$ cat src/rtl/lcd_spi_capture.sv
// Purpose: snoops a write-only LCD SPI link, decodes CASET/RASET/RAMWR and emits pixels with screen coordinates.
// Latency: cmd_valid / pix_valid / window_err rise 4 clk_50MHz cycles after the 8th sclk rising edge at the pins.
// Backpressure: none; the bus is observed passively and every output is a single-cycle pulse.
// Ports: clk_50MHz, rst_n (async, active low); lcd_cs/lcd_sclk/lcd_mosi/lcd_dc (async SPI pins);
//        cmd_valid/cmd_byte (command seen), pix_valid/pix_x/pix_y/pix_data/frame_done (pixel stream),
//        window_err (CASET/RASET parameter set rejected).
module lcd_spi_capture #(
    parameter int H_RES = 320,
    parameter int V_RES = 240
) (
    input  logic       clk_50MHz,
    input  logic       rst_n,
    input  logic       lcd_cs,
    input  logic       lcd_sclk,
    input  logic       lcd_mosi,
    input  logic       lcd_dc,
    output logic       cmd_valid,
    output logic [7:0] cmd_byte,
    output logic       pix_valid,
    output logic [8:0] pix_x,
    output logic [8:0] pix_y,
    output logic [7:0] pix_data,
    output logic       frame_done,
    output logic       window_err
);

    localparam logic [9:0] H_LIM = 10'(H_RES);
    localparam logic [9:0] V_LIM = 10'(V_RES);

    typedef enum logic [2:0] {S_IDLE, S_CASET, S_RASET, S_RAMWR, S_OTHER} state_t;

    // ---------------- pin synchronizers and byte framing ----------------
    logic [1:0] cs_sr, sclk_sr, mosi_sr, dc_sr;
    logic       sclk_d, cs_d;
    logic [2:0] bit_cnt;
    logic [6:0] shreg;
    logic       byte_vld, byte_dc;
    logic [7:0] byte_dat;

    logic cs_s, sclk_s, mosi_s, dc_s, sclk_rise, shift_en;
    assign cs_s      = cs_sr[1];
    assign sclk_s    = sclk_sr[1];
    assign mosi_s    = mosi_sr[1];
    assign dc_s      = dc_sr[1];
    assign sclk_rise = sclk_s & ~sclk_d;
    // cs_d still low means the select was active until this cycle, so an
    // sclk edge arriving together with the cs rise still counts.
    assign shift_en  = sclk_rise & ~(cs_s & cs_d);

    always_ff @(posedge clk_50MHz or negedge rst_n) begin
        if (!rst_n) begin
            cs_sr    <= 2'b11;
            sclk_sr  <= 2'b00;
            mosi_sr  <= 2'b00;
            dc_sr    <= 2'b00;
            sclk_d   <= 1'b0;
            cs_d     <= 1'b1;
            bit_cnt  <= 3'd0;
            shreg    <= 7'd0;
            byte_vld <= 1'b0;
            byte_dc  <= 1'b0;
            byte_dat <= 8'd0;
        end else begin
            cs_sr    <= {cs_sr[0], lcd_cs};
            sclk_sr  <= {sclk_sr[0], lcd_sclk};
            mosi_sr  <= {mosi_sr[0], lcd_mosi};
            dc_sr    <= {dc_sr[0], lcd_dc};
            sclk_d   <= sclk_s;
            cs_d     <= cs_s;
            byte_vld <= 1'b0;
            if (shift_en) begin
                shreg   <= {shreg[5:0], mosi_s};
                bit_cnt <= bit_cnt + 3'd1;
                if (bit_cnt == 3'd7) begin
                    byte_vld <= 1'b1;
                    byte_dat <= {shreg, mosi_s};
                    byte_dc  <= dc_s;
                end
            end
            // Deselect always drops any partial byte; placed last so it wins.
            if (cs_s) bit_cnt <= 3'd0;
        end
    end

    // ---------------- command decoder ----------------
    state_t     state_q, state_d;
    logic [1:0] p_idx;
    logic       p_done, p_hi;
    logic [8:0] p_start, p_end;
    logic [8:0] xs, xe, ys, ye, ptr_x, ptr_y;
    logic       win_bad;

    assign p_end   = {p_hi, byte_dat};
    assign win_bad = (p_start > p_end) ||
                     ((state_q == S_CASET) ? ({1'b0, p_end} >= H_LIM)
                                           : ({1'b0, p_end} >= V_LIM));

    always_comb begin
        state_d = state_q;
        if (byte_vld && !byte_dc) begin
            case (byte_dat)
                8'h2A:   state_d = S_CASET;
                8'h2B:   state_d = S_RASET;
                8'h2C:   state_d = S_RAMWR;
                default: state_d = S_OTHER;
            endcase
        end
    end

    always_ff @(posedge clk_50MHz or negedge rst_n) begin
        if (!rst_n) state_q <= S_IDLE;
        else        state_q <= state_d;
    end

    always_ff @(posedge clk_50MHz or negedge rst_n) begin
        if (!rst_n) begin
            cmd_valid  <= 1'b0;
            cmd_byte   <= 8'h00;
            pix_valid  <= 1'b0;
            pix_x      <= 9'd0;
            pix_y      <= 9'd0;
            pix_data   <= 8'd0;
            frame_done <= 1'b0;
            window_err <= 1'b0;
            p_idx      <= 2'd0;
            p_done     <= 1'b0;
            p_hi       <= 1'b0;
            p_start    <= 9'd0;
            xs         <= 9'd0;
            xe         <= 9'(H_RES - 1);
            ys         <= 9'd0;
            ye         <= 9'(V_RES - 1);
            ptr_x      <= 9'd0;
            ptr_y      <= 9'd0;
        end else begin
            cmd_valid  <= 1'b0;
            pix_valid  <= 1'b0;
            frame_done <= 1'b0;
            window_err <= 1'b0;
            if (byte_vld && !byte_dc) begin
                cmd_valid <= 1'b1;
                cmd_byte  <= byte_dat;
                p_idx     <= 2'd0;
                p_done    <= 1'b0;
                if (byte_dat == 8'h2C) begin
                    ptr_x <= xs;
                    ptr_y <= ys;
                end
            end else if (byte_vld) begin
                case (state_q)
                    S_CASET, S_RASET: begin
                        if (!p_done) begin
                            p_idx <= p_idx + 2'd1;
                            case (p_idx)
                                2'd1: p_start <= {p_hi, byte_dat};
                                2'd3: begin
                                    p_done <= 1'b1;
                                    if (win_bad) begin
                                        window_err <= 1'b1;
                                    end else if (state_q == S_CASET) begin
                                        xs <= p_start;
                                        xe <= p_end;
                                    end else begin
                                        ys <= p_start;
                                        ye <= p_end;
                                    end
                                end
                                // Only bit 0 of a high byte survives into the 9-bit coordinate.
                                default: p_hi <= byte_dat[0];
                            endcase
                        end
                    end
                    S_RAMWR: begin
                        pix_valid <= 1'b1;
                        pix_x     <= ptr_x;
                        pix_y     <= ptr_y;
                        pix_data  <= byte_dat;
                        if (ptr_x == xe && ptr_y == ye) begin
                            frame_done <= 1'b1;
                            ptr_x      <= xs;
                            ptr_y      <= ys;
                        end else if (ptr_x == xe) begin
                            ptr_x <= xs;
                            ptr_y <= ptr_y + 9'd1;
                        end else begin
                            ptr_x <= ptr_x + 9'd1;
                        end
                    end
                    default: ;
                endcase
            end
        end
    end

endmodule
$ cat config.mk
export PLATFORM = sky130hd
export DESIGN_NAME = lcd_spi_capture
export DESIGN_NICKNAME = d
export VERILOG_FILES = /design/src/rtl/lcd_spi_capture.sv
export SDC_FILE = /design/constraint.sdc
export NUM_CORES = 1
export LEC_CHECK = 0
export ABC_CLOCK_PERIOD_IN_PS = 4600
export CORE_UTILIZATION = 30
export CTS_BUF_LIST = sky130_fd_sc_hd__clkbuf_16
export DETAILED_ROUTE_END_ITERATION = 8
export PLACE_DENSITY = 0.53
export SYNTH_ARGS = -nofsm -noshare
export SYNTH_HDL_FRONTEND = slang
export SYNTH_SLANG_ARGS = --single-unit
export TNS_END_PERCENT = 1
$ cat constraint.sdc
create_clock -name clk_50MHz -period 4.6 [get_ports clk_50MHz]
set_input_delay 0.92 -clock clk_50MHz [delete_from_list [all_inputs] [get_ports clk_50MHz]]
set_output_delay 0.92 -clock clk_50MHz [all_outputs]
set_load 0.02 [all_outputs]
Yosys cells after proc, flatten, opt, wreduce, memory -nomap -nowiden
Index checks and enable logic that the tools add are counted.

Output and inout bits: 38. Flip-flop bits (word level): 138. Logic and storage cells: 122. Bits of input ports: 6.

Equality and inequality tests: 13. Muxes and demuxes: 41. Bitwise logic cells: 10. Add/subtract/negate cells: 4. Reduce and logical (&&, ||, !) cells: 21. Order comparisons: 3.

Operators with widths (number): $mux 9 (12); $eq 8x6->1 const B (3); $mux 1 (22); $add 9x1->9 const B (2); $eq 9x9->1 (2); $reduce_and 7->1 (2); $reduce_and 5->1 (2); $ge 9x8->1 const B (1); $ge 9x9->1 const B (1); $gt 9x9->1 (1); $pmux 3 s3 (1); $reduce_and 3->1 (3); $mux 2 (4); $reduce_bool 2->1 (4); $not 1->1 (7); $eq 3x2->1 const B (2); $mux 3 (2); $ne 2x1->1 const B (2); $reduce_and 2->1 (2); $reduce_and 4->1 (1); $reduce_or 2->1 (2); $add 3x1->3 const B (1); $and 1x1->1 (3); $eq 3x1->1 const B (1); 8 further kinds (9).

Longest topological paths before layout
Depth in word-level cells: 9. Depth in mapped cells: 10.

Worst setup path after synthesis
OpenSTA, ideal clock, no wires.

Path type: reg2reg. Start point: register byte_dat[1]. End point: register xe[6]. Buffers on the path: 2. Arrival: 2547 ps. Path slack: 1928 ps. Library setup time: 125 ps. Stages on the path, launching flop included: 11. Data required time: 4475 ps. Cell sequence: dfrtp_1 clkbuf_1 inv_1 ha_1 a21o_1 a21o_1 a221oi_1 o211ai_2 nor4_4 buf_8 mux2_4.

Cells in the longest elaborated chain, start to end: 5.

RTL lines: start: declaration (RTL line 38) `logic [7:0] byte_dat;`; start signal: assignment (RTL line 76) `byte_dat <= {shreg, mosi_s};`; $ge 9x8->1 / $ge 9x9->1 (equally long branches) (RTL line 96, 95); $mux 1 (RTL line 95) `((state_q == S_CASET) ? ({1'b0, p_end} >= H_LIM)`; $logic_or 1x1->1 * (RTL line 94) `assign win_bad = (p_start > p_end) ||`; $not 1->1 (no source line) *; $reduce_and 7->1 (no source line) *; end signal: assignment (RTL line 130) `xe <= 9'(H_RES - 1);`; end signal: assignment (RTL line 162) `xe <= p_end;`; end: declaration (RTL line 90) `logic [8:0] xs, xe, ys, ye, ptr_x, ptr_y;`.

Every way passes the cells marked *; elsewhere a longest branch is shown, timed or not. A chain may end at the register's enable or synchronous reset.

Final worst setup path
Start point: register byte_dc. End point: register ptr_y[8].

Cells in the longest elaborated chain, start to end: 4.

RTL lines: start: declaration (RTL line 37) `logic byte_vld, byte_dc;`; start signal: assignment (RTL line 77) `byte_dc <= dc_s;`; $logic_not 1->1 * (RTL line 140) `if (byte_vld && !byte_dc) begin`; $logic_and 1x1->1 * (RTL line 140); $ne 2x1->1 (no source line), or another cell as far along; $reduce_and 4->1 (no source line); end signal: assignment (RTL line 147) `ptr_y <= ys;`; end signal: assignment (RTL line 181) `ptr_y <= ys;`; end signal: assignment (RTL line 184) `ptr_y <= ptr_y + 9'd1;`; end: declaration (RTL line 90).

Marks and branches as above.

==> qor.csv <==
metric;value;unit
whs;0.3527;ns
ctsHoldBuffers;0;
ys_seq_area_frac;0.5749;
rsz0062_at_grt;no;
setup_violations;0;
initial_utilization;0.3085;
fin_nets;594;
slew_viol_final;0;
clockBufferDepth;2;
hold_depth;0;
syn_inst;526;
ff2ff_setup_slack;1.40;ns
cts_tree;built;
grt_max_degree;110;
antenna_found_initial;0;
drt-initial-drc-count;221;
layout-drive-gt1-share;0.1997;
wl_met2;6132;µm
worstPathArrival;3.54;ns
overflow;0;
hold_path.class;register to register;
cts_root_buf;clkbuf_16;
wl_met1;6681;µm
die-area;20720;µm²
cts_resized;0;
die_h;143.9;µm
tns;0;ns
place_ws;1.385;ns
wl_met3;413;µm
antenna_left;0;
io_buffers;43;
totalWireLength;13330;µm
instances_no_fill;851;
gp_congestion;0.8321;
final_cell_mix;121 x dfrtp_1, 76 x nand2_1, 52 x o21ai_0, 48 x mux2_2, 42 x clkdlybuf4s50_1;
status;completed;
die_x;143.9;µm
cts_buffers;17;
path_clk_slew;0.06;ns
wl_per_cell;15.66;µm
ys_types;43;
hold_violations;0;
netlist_area;6043;µm²
setup_slack;1.398;ns
min_period;3.202;ns
synthArstFlopShare;1.000;
yosysWarnings;0;
power.density;356.8;nW/µm²
htree_levels;4;
pwr-share-seq;0.477;
period_share;0.6960;
postSynthAreaPerCell;11.49;µm²
io_pins;44;
numPlacedInstances;819;
core;19590;µm²
worstRegToRegCells;7;
endpoint_kind;register;
drc;0;
maxCapViolations;0;
max_freq;0.3123;GHz
pwr-share-comb;0.017;
dpl.hpwl;9259;µm
final_common_cell;dfrtp_1;
track_usage;0.1420;
worst_pin_slew;1.007;ns
skew;0.01058;ns
diodes;0;
rows;51;
switching_share;0.2193;
cts.sinks;138;
path_class;register to register;
slew_headroom;0.3284;
syn_nets;547;
synth-main-ff-cell;dfrtp_1;
clk_latency;0.42;ns
dr.max_layer_used;met4;
n_fill_cell;1911;
dr_total_vias;4016;
grt_pass1_wl;21860;µm
ys_seq_elements;138;
dr.pass1.iters;4;
vdd_drop_max;0.2905;mV
synth_edf_count;0;
p_int;2.044;mW
crit_path_start_kind;register;
routed_via_density;4.719;
cts_post_setup_buffers_inserted;0;
path_max_fanout;21;
grt_pass1_vias;3994;
clkPwrFrac;0.506;
p_leak;3.473;nW
syn_to_final_growth;21.39;%
cp.required;4.93;ns
p_sw;0.5740;mW
[critical path, stage by stage, from the launching register on]
cell	delay (ns)
dfrtp_1	0.46
nand2b_1	0.55
inv_1	0.32
nand3_1	0.20
o21a_1	0.37
nor2_1	0.76
o21ai_0	0.26
a22oi_1	0.20
[cell usage after synthesis, types with 2 or more instances]
cell      instances  area (µm²)
nor4_1            4       25.02
nand3_1          16       80.08
nand2_1          76       285.3
a21o_1            3       22.52
a22oi_1           7       52.55
o21ai_0          52       260.3
nand2b_1          3       18.77
mux2_4           10       150.1
ha_1             15       187.7
nor2b_1           3       18.77
and3_1            4       25.02
xnor2_1           4       35.03
clkbuf_1         18       67.56
and4_1            2       17.52
o22ai_1           3       18.77
nand4_1           7       43.79
mux2_2           48       540.5
a21oi_1          19       95.09
dfrtp_1         121        3028
o21ai_1           2       10.01
o31ai_1           2       15.01
nor2_1           16       60.06
inv_1            22       82.58
xor2_1           17       148.9
o21a_1            2       15.01
mux2i_1          13       130.1
nor3_1            5       25.02
dfstp_2          17       446.7
[area by class of cell]
cell class / count / area [µm²] / area share
sequential: 138 / 3475 / 0.4736
clock buffer: 17 / 425.4 / 0.05799
multi-input combinational: 344 / 2387 / 0.3254
clock inverter: 15 / 153.9 / 0.02098
inverter: 23 / 86.33 / 0.01177
timing repair buffer: 49 / 476.7 / 0.06498
tap: 265 / 331.6 / 0.04520
[power groups by stage]
| stage | Sequential, mW | Clock [mW] | Combinational, mW |
|---|---|---|---|
| after floorplan | 1.27 | 0 | 0.0154 |
| after global placement | 1.27 | 0 | 0.0458 |
| after detailed placement | 1.27 | 0 | 0.0477 |
| after CTS | 1.25 | 1.36 | 0.0479 |
| after global routing | 1.25 | 1.42 | 0.0544 |
| final | 1.25 | 1.32 | 0.0455 |
[final timing paths]
check / from / to
max in group asynchronous: rst_n / cs_sr[0]
worst max register to register: byte_dc / ptr_y[8]
min in group asynchronous: rst_n / pix_x[6]
worst max-delay path: byte_dc / ptr_y[8]
worst min-delay path: dc_sr[0] / dc_sr[1]
worst min register to register: dc_sr[0] / dc_sr[1]
[stage by stage]
| step | util | power (mW) | area (µm²) |
|---|---|---|---|
| 2_1_floorplan | - | 1.281 | 6043 |
| 3_3_place_gp | 0.3449 | 1.316 | 6756 |
| 3_5_place_dp | 0.3449 | 1.319 | 6756 |
| 4_1_cts | 0.3745 | 2.653 | 7336 |
| 5_1_grt | 0.3745 | 2.721 | 7336 |
| 6_report | 0.3745 | 2.618 | 7336 |
[sequential cells by signal, indices dropped and copies added (netlist names), 9 cells and up]
name	count
xe	9
ye	9
ptr_y	9
pix_x	9
xs	9
p_start	9
ptr_x	9
ys	9
pix_y	9
[routing by layer]
| layer | GRT usage | vias to the layer above |
|---|---|---|
| li1 | - | 1926 |
| met1 | 0.1947 | 2007 |
| met2 | 0.2192 | 74 |
| met3 | 0.03599 | 9 |
| met4 | 0.04255 | 0 |
| met5 | 0 | - |
[cell families (layout without fill, tap and decap cells)]
group                      after synthesis  after routing  synth area share
xor gates and xnor gates                21             21           0.03043
buffers and inverters                   44            104           0.03002
muxes                                   71             71            0.1358
AOI/OAI and AO/OA                       95             95           0.08841
and+or+nand+nor                        142            142            0.1093
adders and majority gates               15             15           0.03106
DFF                                    138            138            0.5749
(Power assumes the default switching activity.)
